### src/rtl/accum_port_ctrl_if.sv
// Control, host and RAM-port signals of the accumulate engine.
// The engine connects through slave; the environment connects through master.
interface accum_port_ctrl_if #(
  parameter int ADDR_W = 10,
  parameter int DATA_W = 64
);
  logic              r_enable;
  logic [ADDR_W-1:0] init_i;
  logic [DATA_W-1:0] init_acc;
  logic [ADDR_W:0]   len;
  logic              w_enable;
  logic [DATA_W-1:0] result;
  logic              busy;
  logic              host_drop;
  logic              controlArr;
  logic              controlArrWEnable_a;
  logic [ADDR_W-1:0] controlArrAddr_a;
  logic [DATA_W-1:0] controlArrWData_a;
  logic [DATA_W-1:0] controlArrRData_a;
  logic              memWEnable;
  logic [ADDR_W-1:0] memAddr;
  logic [DATA_W-1:0] memWData;
  logic [DATA_W-1:0] memRData;

  modport slave (
    input  r_enable, init_i, init_acc, len,
    input  controlArr, controlArrWEnable_a, controlArrAddr_a, controlArrWData_a,
    input  memRData,
    output w_enable, result, busy, host_drop, controlArrRData_a,
    output memWEnable, memAddr, memWData
  );

  modport master (
    output r_enable, init_i, init_acc, len,
    output controlArr, controlArrWEnable_a, controlArrAddr_a, controlArrWData_a,
    output memRData,
    input  w_enable, result, busy, host_drop, controlArrRData_a,
    input  memWEnable, memAddr, memWData
  );
endinterface

### src/rtl/accum_port_ctrl.sv
// In-place prefix-sum engine over a single-port RAM: each element is read,
// added into the accumulator and written back, sharing the port with a host.
module accum_port_ctrl #(
  parameter int ADDR_W = 10,
  parameter int DATA_W = 64
) (
  input logic               clk,
  input logic               rst,
  accum_port_ctrl_if.slave  bus
);
  typedef enum logic [1:0] {IDLE, RD, WR, FIN} state_e;

  localparam logic [ADDR_W:0] DEPTH = {1'b1, {ADDR_W{1'b0}}};

  state_e            state_q, state_d;
  logic [ADDR_W-1:0] idx_q, idx_d;
  logic [ADDR_W:0]   cnt_q, cnt_d;
  logic [DATA_W-1:0] acc_q, acc_d;
  logic [DATA_W-1:0] result_q, result_d;

  logic              start;
  logic              busy;
  logic [ADDR_W:0]   len_clamp;
  logic [DATA_W-1:0] sum;
  logic              mem_we;
  logic [ADDR_W-1:0] mem_addr;
  logic [DATA_W-1:0] mem_wdata;
  logic              w_en;

  // Reset outranks a start presented in the same cycle.
  assign start     = (state_q == IDLE) && bus.r_enable && !rst;
  assign busy      = (state_q != IDLE) || start;
  assign len_clamp = (bus.len > DEPTH) ? DEPTH : bus.len;
  assign sum       = acc_q + bus.memRData;

  always_ff @(posedge clk) begin
    if (rst) begin
      state_q  <= IDLE;
      idx_q    <= '0;
      cnt_q    <= '0;
      acc_q    <= '0;
      result_q <= '0;
    end else begin
      state_q  <= state_d;
      idx_q    <= idx_d;
      cnt_q    <= cnt_d;
      acc_q    <= acc_d;
      result_q <= result_d;
    end
  end

  always_comb begin
    state_d   = state_q;
    idx_d     = idx_q;
    cnt_d     = cnt_q;
    acc_d     = acc_q;
    result_d  = result_q;
    mem_we    = 1'b0;
    mem_addr  = idx_q;
    mem_wdata = sum;
    w_en      = 1'b0;
    case (state_q)
      IDLE: begin
        if (start) begin
          idx_d    = bus.init_i;
          acc_d    = bus.init_acc;
          cnt_d    = len_clamp;
          mem_addr = bus.init_i;
          state_d  = (|len_clamp) ? RD : FIN;
        end else if (bus.controlArr) begin
          mem_we    = bus.controlArrWEnable_a;
          mem_addr  = bus.controlArrAddr_a;
          mem_wdata = bus.controlArrWData_a;
        end
      end
      RD: state_d = WR;
      WR: begin
        mem_we  = 1'b1;
        acc_d   = sum;
        idx_d   = idx_q + ADDR_W'(1);
        cnt_d   = cnt_q - (ADDR_W+1)'(1);
        state_d = (cnt_q > (ADDR_W+1)'(1)) ? RD : FIN;
      end
      FIN: begin
        w_en     = 1'b1;
        result_d = acc_q;
        state_d  = IDLE;
      end
      default: state_d = IDLE;
    endcase
    // A reset cycle must never disturb memory or signal completion.
    if (rst) begin
      mem_we = 1'b0;
      w_en   = 1'b0;
    end
  end

  assign bus.memWEnable        = mem_we;
  assign bus.memAddr           = mem_addr;
  assign bus.memWData          = mem_wdata;
  assign bus.w_enable          = w_en;
  assign bus.result            = result_q;
  assign bus.busy              = busy;
  assign bus.host_drop         = bus.controlArr && bus.controlArrWEnable_a && busy && !rst;
  assign bus.controlArrRData_a = bus.memRData;
endmodule

### src/flat_wrapper.sv
// flat-port wrapper written by rule: the top's interface ports become plain ports
module accum_port_ctrl_flat 
#(
  parameter int ADDR_W = 10,
  parameter int DATA_W = 64
)
  (clk, rst, bus_r_enable, bus_init_i, bus_init_acc, bus_len, bus_controlArr, bus_controlArrWEnable_a, bus_controlArrAddr_a, bus_controlArrWData_a, bus_memRData, bus_w_enable, bus_result, bus_busy, bus_host_drop, bus_controlArrRData_a, bus_memWEnable, bus_memAddr, bus_memWData);
  accum_port_ctrl_if #(.ADDR_W(ADDR_W), .DATA_W(DATA_W)) bus_i ();
  input logic clk;
  input logic rst;
  input wire logic [$bits(bus_i.r_enable)-1:0] bus_r_enable;
  input wire logic [$bits(bus_i.init_i)-1:0] bus_init_i;
  input wire logic [$bits(bus_i.init_acc)-1:0] bus_init_acc;
  input wire logic [$bits(bus_i.len)-1:0] bus_len;
  input wire logic [$bits(bus_i.controlArr)-1:0] bus_controlArr;
  input wire logic [$bits(bus_i.controlArrWEnable_a)-1:0] bus_controlArrWEnable_a;
  input wire logic [$bits(bus_i.controlArrAddr_a)-1:0] bus_controlArrAddr_a;
  input wire logic [$bits(bus_i.controlArrWData_a)-1:0] bus_controlArrWData_a;
  input wire logic [$bits(bus_i.memRData)-1:0] bus_memRData;
  output wire logic [$bits(bus_i.w_enable)-1:0] bus_w_enable;
  output wire logic [$bits(bus_i.result)-1:0] bus_result;
  output wire logic [$bits(bus_i.busy)-1:0] bus_busy;
  output wire logic [$bits(bus_i.host_drop)-1:0] bus_host_drop;
  output wire logic [$bits(bus_i.controlArrRData_a)-1:0] bus_controlArrRData_a;
  output wire logic [$bits(bus_i.memWEnable)-1:0] bus_memWEnable;
  output wire logic [$bits(bus_i.memAddr)-1:0] bus_memAddr;
  output wire logic [$bits(bus_i.memWData)-1:0] bus_memWData;
  assign bus_i.r_enable = bus_r_enable;
  assign bus_i.init_i = bus_init_i;
  assign bus_i.init_acc = bus_init_acc;
  assign bus_i.len = bus_len;
  assign bus_i.controlArr = bus_controlArr;
  assign bus_i.controlArrWEnable_a = bus_controlArrWEnable_a;
  assign bus_i.controlArrAddr_a = bus_controlArrAddr_a;
  assign bus_i.controlArrWData_a = bus_controlArrWData_a;
  assign bus_i.memRData = bus_memRData;
  assign bus_w_enable = bus_i.w_enable;
  assign bus_result = bus_i.result;
  assign bus_busy = bus_i.busy;
  assign bus_host_drop = bus_i.host_drop;
  assign bus_controlArrRData_a = bus_i.controlArrRData_a;
  assign bus_memWEnable = bus_i.memWEnable;
  assign bus_memAddr = bus_i.memAddr;
  assign bus_memWData = bus_i.memWData;
  accum_port_ctrl #(.ADDR_W(ADDR_W), .DATA_W(DATA_W)) u_core (.clk(clk), .rst(rst), .bus(bus_i));
endmodule
### config.mk
export PLATFORM = sky130hd
export DESIGN_NAME = accum_port_ctrl_flat
export DESIGN_NICKNAME = d
export VERILOG_FILES = /design/src/rtl/accum_port_ctrl_if.sv /design/src/rtl/accum_port_ctrl.sv /design/src/flat_wrapper.sv
export SDC_FILE = /design/constraint.sdc
export NUM_CORES = 1
export LEC_CHECK = 0
export CAP_MARGIN = 10
export CORE_AREA = 2 2 167 169
export CTS_CLUSTER_DIAMETER = 80
export CTS_CLUSTER_SIZE = 20
export DETAILED_ROUTE_END_ITERATION = 10
export DIE_AREA = 0 0 169 171
export PLACE_DENSITY_LB_ADDON = 0.2
export SETUP_SLACK_MARGIN = 0.05
export SLEW_MARGIN = 15
export SYNTH_ARGS = -nofsm -noshare
export SYNTH_HDL_FRONTEND = slang
export SYNTH_SLANG_ARGS = --single-unit
### constraint.sdc
create_clock -name clk -period 5.45 [get_ports clk]
set_input_delay 1.3625 -clock clk [delete_from_list [all_inputs] [get_ports clk]]
set_output_delay 1.3625 -clock clk [all_outputs]
set_load 0.1 [all_outputs]
-- Word level (Yosys, flattened, before mapping)
Cells that the tools add are included.
- add/sub/neg operators: 3
- multipliers: 0
- divide/modulo/power cells: 0
- $lt $le $gt $ge: 2
- eq/ne operators: 4
- shifts and indexed selects: 0
- mux-type cells: 23
- bitwise gates (word level): 0
- reduce and logical (&&, ||, !) cells: 12
- operators with widths (operator ; number):
    $mux 64 ; 4
    $pmux 64 s2 ; 1
    $add 64x64->64 ; 1
    $mux 10 ; 4
    $mux 11 ; 2
    $pmux 11 s2 ; 1
    $pmux 10 s2 ; 1
    $gt 11x1->1 const B ; 1
    $gt 11x11->1 const B ; 1
    $reduce_or 11->1 ; 1
    $sub 11x1->11 const B ; 1
    $add 10x1->10 const B ; 1
    $pmux 2 s4 ; 1
    $mux 2 ; 3
    $logic_and 1x1->1 ; 5
    $mux 1 ; 5
    $eq 2x2->1 const B ; 2
    $reduce_bool 2->1 ; 2
    $eq 2x1->1 const B ; 1
    $logic_not 2->1 ; 1
    $ne 2x1->1 const B ; 1
    $pmux 1 s2 ; 1
    $reduce_and 2->1 ; 1
    $logic_not 1->1 ; 1
    $logic_or 1x1->1 ; 1
- flip-flop bits (word level): 151
- latch bits: 0
- memory bits (writable): 0
- bits in read-only memories: 0
- bits of input ports: 228
- output and inout port bits: 206
- word-level logic and storage cells: 49
- memories: 0

-- Logic depth before layout (Yosys ltp)
- word-level depth: 6
- depth in mapped cells: 11
- mapped depth without buffers: 11

-- Least setup slack after synthesis
No wires, ideal clock.
- path kind: input to output
- start: input port bus_memRData[0]
- end: output port bus_memWData[44]
- arrival: 5.619 ns
- data required time: 4.088 ns
- slack: -1.531 ns
- stages: 11
- buffers on the path: 0
- cell sequence: ha_1 > fa_1 > a21oi_1 > o21ai_1 > a311oi_2 > a21oi_2 > o211ai_1 > a211oi_1 > o21ai_0 > a21boi_0 > o31ai_1
- cells in the longest elaborated chain, start to end: 4
- ends and longest elaborated chain (what ; RTL line ; source):
    start: declaration ; flat_wrapper.sv:19 ; input wire logic [$bits(bus_i.memRData)-1:0] bus_memRData;
    $add 64x64->64 * ; accum_port_ctrl.sv:34 ; assign sum = acc_q + bus.memRData;
    $mux 64 ; accum_port_ctrl.sv:70 ; end else if (bus.controlArr) begin
    $mux 64 ; accum_port_ctrl.sv:64 ; if (start) begin
    $mux 64 * ; accum_port_ctrl.sv:62 ; case (state_q)
    end: declaration ; flat_wrapper.sv:27 ; output wire logic [$bits(bus_i.memWData)-1:0] bus_memWData;
Every way passes the cells marked *; elsewhere a longest branch is shown, timed or not.

-- Worst setup path after layout
- start: input port bus_memRData[0]
- end: output port bus_memWData[60]
The elaborated chain is that of the path after synthesis.

==> impl_metrics.ini <==
[run_status]
status = finished with violations
violations = negative setup slack

[setup_path]
worst_setup_path_start = bus_memRData[0]
critical_path_class = in -> out
critical_path.reg2reg.endpoint = u_core.acc_q[47]
cpPeakStageDelay_ps = 410
crit_chain = buf_8 -> ha_4 -> fa_2 -> a21oi_2 -> o21ai_2 -> a311oi_2 -> a21oi_4 -> buf_6 -> o21bai_4 -> or3b_4 -> a2111o_1 -> o211a_1 -> o21ai_4 -> buf_12
crit_path_max_fanout = 2
end_kind = primary output
timing.critical_path.slowest_stage_cell = sky130_fd_sc_hd__or3b_4
worst-endpoint-required_ps = 4090
worst-endpoint-arrival_ps = 4370
timing.reg2reg.worst_path_depth = 14
timing.critical_path.from_type = input pin
r2r_setup_slack_ps = 2200
r2r-start = u_core.acc_q[18]

[hold_path]
hold-path-cell-count = 2
min_from = u_core.bus.result[34]
min_path_type = reg -> reg
worst_hold_path.endpoint = u_core.bus.result[34]

[grt]
first_global_vias = 14698
grt_pass1_wl_um = 76800
grt_max_degree = 164
globalRouteTotalUtil_pct = 33.2
grt_overflow = 0
grt_antenna_before_repair = 1

[sta]
final_period_minus_worst_setup_slack_ps = 5730
final.period_utilization_pct = 105
final-max-slew-violation-count = 0
report.final.setup_viol = 5
tightestPinTransition_ps = 1080
final.setup.worst_slack_ps = -280
timing.slew.headroom_pct = 27.9
timing.fmax_mhz = 175
unrepaired_setup_endpoints_after_global_routing = yes
fin_worst_skew_ps = 10.6
final.hold.worst_slack_ps = 454
final_hold_viol_count = 0

[synthesis]
synth_top_cell_area_share_pct = 26.0
syn-cell-area_mm2 = 0.0116
postSynthRegisterBits = 151
synth_edf_count = 0
yosysWarningCount = 0
synth.distinct_cells = 82
syn_avg_cell_area_um2 = 7.08
synth_fp_nets = 1939
synth_most_common_cell = sky130_fd_sc_hd__nand2_1
postSynth.topFlopCell = sky130_fd_sc_hd__dfxtp_1
synthCells = 1644
synth_largest_area_cell = sky130_fd_sc_hd__dfxtp_1
synth-async-reset-ratio_pct = 0
synth.area.top_cells = sky130_fd_sc_hd__dfxtp_1 (26%), sky130_fd_sc_hd__nand2_1 (11%), sky130_fd_sc_hd__a21oi_1 (9.4%)
synth.yosys.seq_area_share_pct = 26.0
synth_commonest_cells = sky130_fd_sc_hd__nand2_1 (355), sky130_fd_sc_hd__a21oi_1 (219), sky130_fd_sc_hd__dfxtp_1 (151)

[route]
drc_errors = 0
dr.pass1.iters = 5
avgViaCountPerCell = 5.76
num_vias = 15084
post_drt_wl_per_cell_um = 19.7
ant_nets = 0
route.final.wire_length_um = 51700
detail_route.iter0.violations = 1220

[floorplanning]
fp.dieH_um = 171
fp.dieArea_mm2 = 0.0289
io_pins = 434
core_mm2 = 0.0273
floorplan.initialDensity_pct = 42.6
dieWidth_um = 169
rows = 61

[placement]
place_congestion = 0.922
io_buffers = 433
post_detail_place_hpwl_um = 36900

[pwr]
comb_power_share_pct = 62.0
power.leakage_nw = 8.76
seq_power_share_pct = 18.7
total_power_mw = 6.79
power_switching_mw = 3.24
power_switching_share_pct = 47.8
power.clock.fraction_pct = 19.3
p_int_mw = 3.54
peak_vdd_ir_mv = 0.239
pwr_density_cell_mw_per_mm2 = 324

[cts]
cts_htree_levels = 4
clock_tree.root_cell = sky130_fd_sc_hd__clkbuf_16
clock_tree_from_tritoncts = built
clk_transition_reported_paths_ps = 70
cts_buffer_depth = 2
cts_buffers = 17
latest_clock_arrival_within_the_worst_skew_pair_ps = 440
postCtsHoldBufs = 0
clock-sinks = 151

[layout]
drive_above_1_share_pct = 35.1
utilization_pct = 76.7
syn2layout_area_growth_pct = 80.1
finish.net_count = 2553

[run]
max_cap_viol_count = 0
-- cells by family (layout without fill, tap and decap cells) --
kind of cell / Yosys count / after routing / synth area share (%)
fa+ha+maj: 67 / 67 / 7.27
other cells: 0 / 1 / 0
buf+inv: 208 / 835 / 9.21
flops: 151 / 151 / 26.0
simple gates: 613 / 613 / 23.2
xor+xnor: 58 / 58 / 4.36
mux: 7 / 7 / 0.634
compound gates: 540 / 540 / 29.3
-- power by group through the flow --
stage	Sequential, mW	Combinational (mW)	Clock (mW)
floorplan	1.26	2.36	0
global placement	1.27	3.82	0
detailed placement	1.27	3.85	0
CTS	1.26	4.01	1.31
global route	1.28	4.38	1.36
finish	1.27	4.21	1.31
-- final cells by class --
class                   instances  area (um^2)
clock buffers                  18          439
flip-flops and latches        151         3020
repair buffers                777         7400
inverters                      26         97.6
fillers                      1970         6360
well taps                     346          433
multi-input cells            1285         9380
diodes                          1         2.50
clock inverters                14          190
-- layer usage --
metal / up-vias / part of all wire [%] / track usage (%)
met5: - / 0 / 0
met1: 7216 / 39 / 38.2
met3: 115 / 6.3 / 5.30
met4: 0 / 3.3 / 12.5
met2: 722 / 51 / 61.6
li1: 7031 / - / -
-- critical path: cells and delay by family --
family | cells | cell delay [ps]
adders and majority gates | 2 | 560
and+or+nand+nor | 1 | 410
buffers and inverters | 3 | 430
AOI/OAI and AO/OA | 8 | 1610
-- cells in the final DEF (no fill, tap or decap), types with 27 or more instances in the layout --
cell / synthesis / routed
sky130_fd_sc_hd__a21o_1: 42 / 42
sky130_fd_sc_hd__a21oi_1: 219 / 183
sky130_fd_sc_hd__a21oi_2: 2 / 32
sky130_fd_sc_hd__a22oi_1: 55 / 55
sky130_fd_sc_hd__buf_12: 0 / 67
sky130_fd_sc_hd__buf_4: 70 / 397
sky130_fd_sc_hd__clkdlybuf4s50_1: 0 / 235
sky130_fd_sc_hd__dfxtp_1: 151 / 151
sky130_fd_sc_hd__ha_4: 0 / 54
sky130_fd_sc_hd__nand2_1: 355 / 336
sky130_fd_sc_hd__nor2_1: 110 / 97
sky130_fd_sc_hd__o21ai_0: 62 / 28
sky130_fd_sc_hd__o22ai_1: 27 / 27
-- how the worst max path moves through the flow --
| stage | cells after the start | endpoint | slack, ps |
|---|---|---|---|
| after detailed placement | 13 | bus_memWData[60] | -610 |
| after CTS | 13 | bus_memWData[60] | -210 |
| after global placement | 13 | bus_memWData[60] | -590 |
| final | 14 | bus_memWData[60] | -280 |
| after global routing | 14 | bus_memWData[60] | -300 |
| after floorplan | 11 | bus_memWData[44] | -110 |
-- metrics by stage --
| step | TNS, ps | instances | cell area (um^2) | setup slack [ps] |
|---|---|---|---|---|
| after floorplan | -213 | 1644 | 11900 | -111 |
| after global placement | -12520 | 2532 | 18400 | -593 |
| after detailed placement | -14500 | 2532 | 18400 | -613 |
| after CTS | -805 | 2596 | 20300 | -205 |
| after global routing | -1670 | 2618 | 21000 | -303 |
| final | -822 | 2618 | 21000 | -280 |
-- timing repair --
item	4_1_cts	5_1_grt
resized for setup	251	158
pin swaps	97	101
endpoints found under the setup margin	46	41
buffers inserted	33	31
-- sequential cells by signal (all words and copies together), names as in the netlist --
register and count:
u_core.acc_q 64, u_core.bus.result 64, u_core.cnt_q 11, u_core.idx_q 10, u_core.state_q 2
Note: power is estimated with default switching activity, not from simulation.
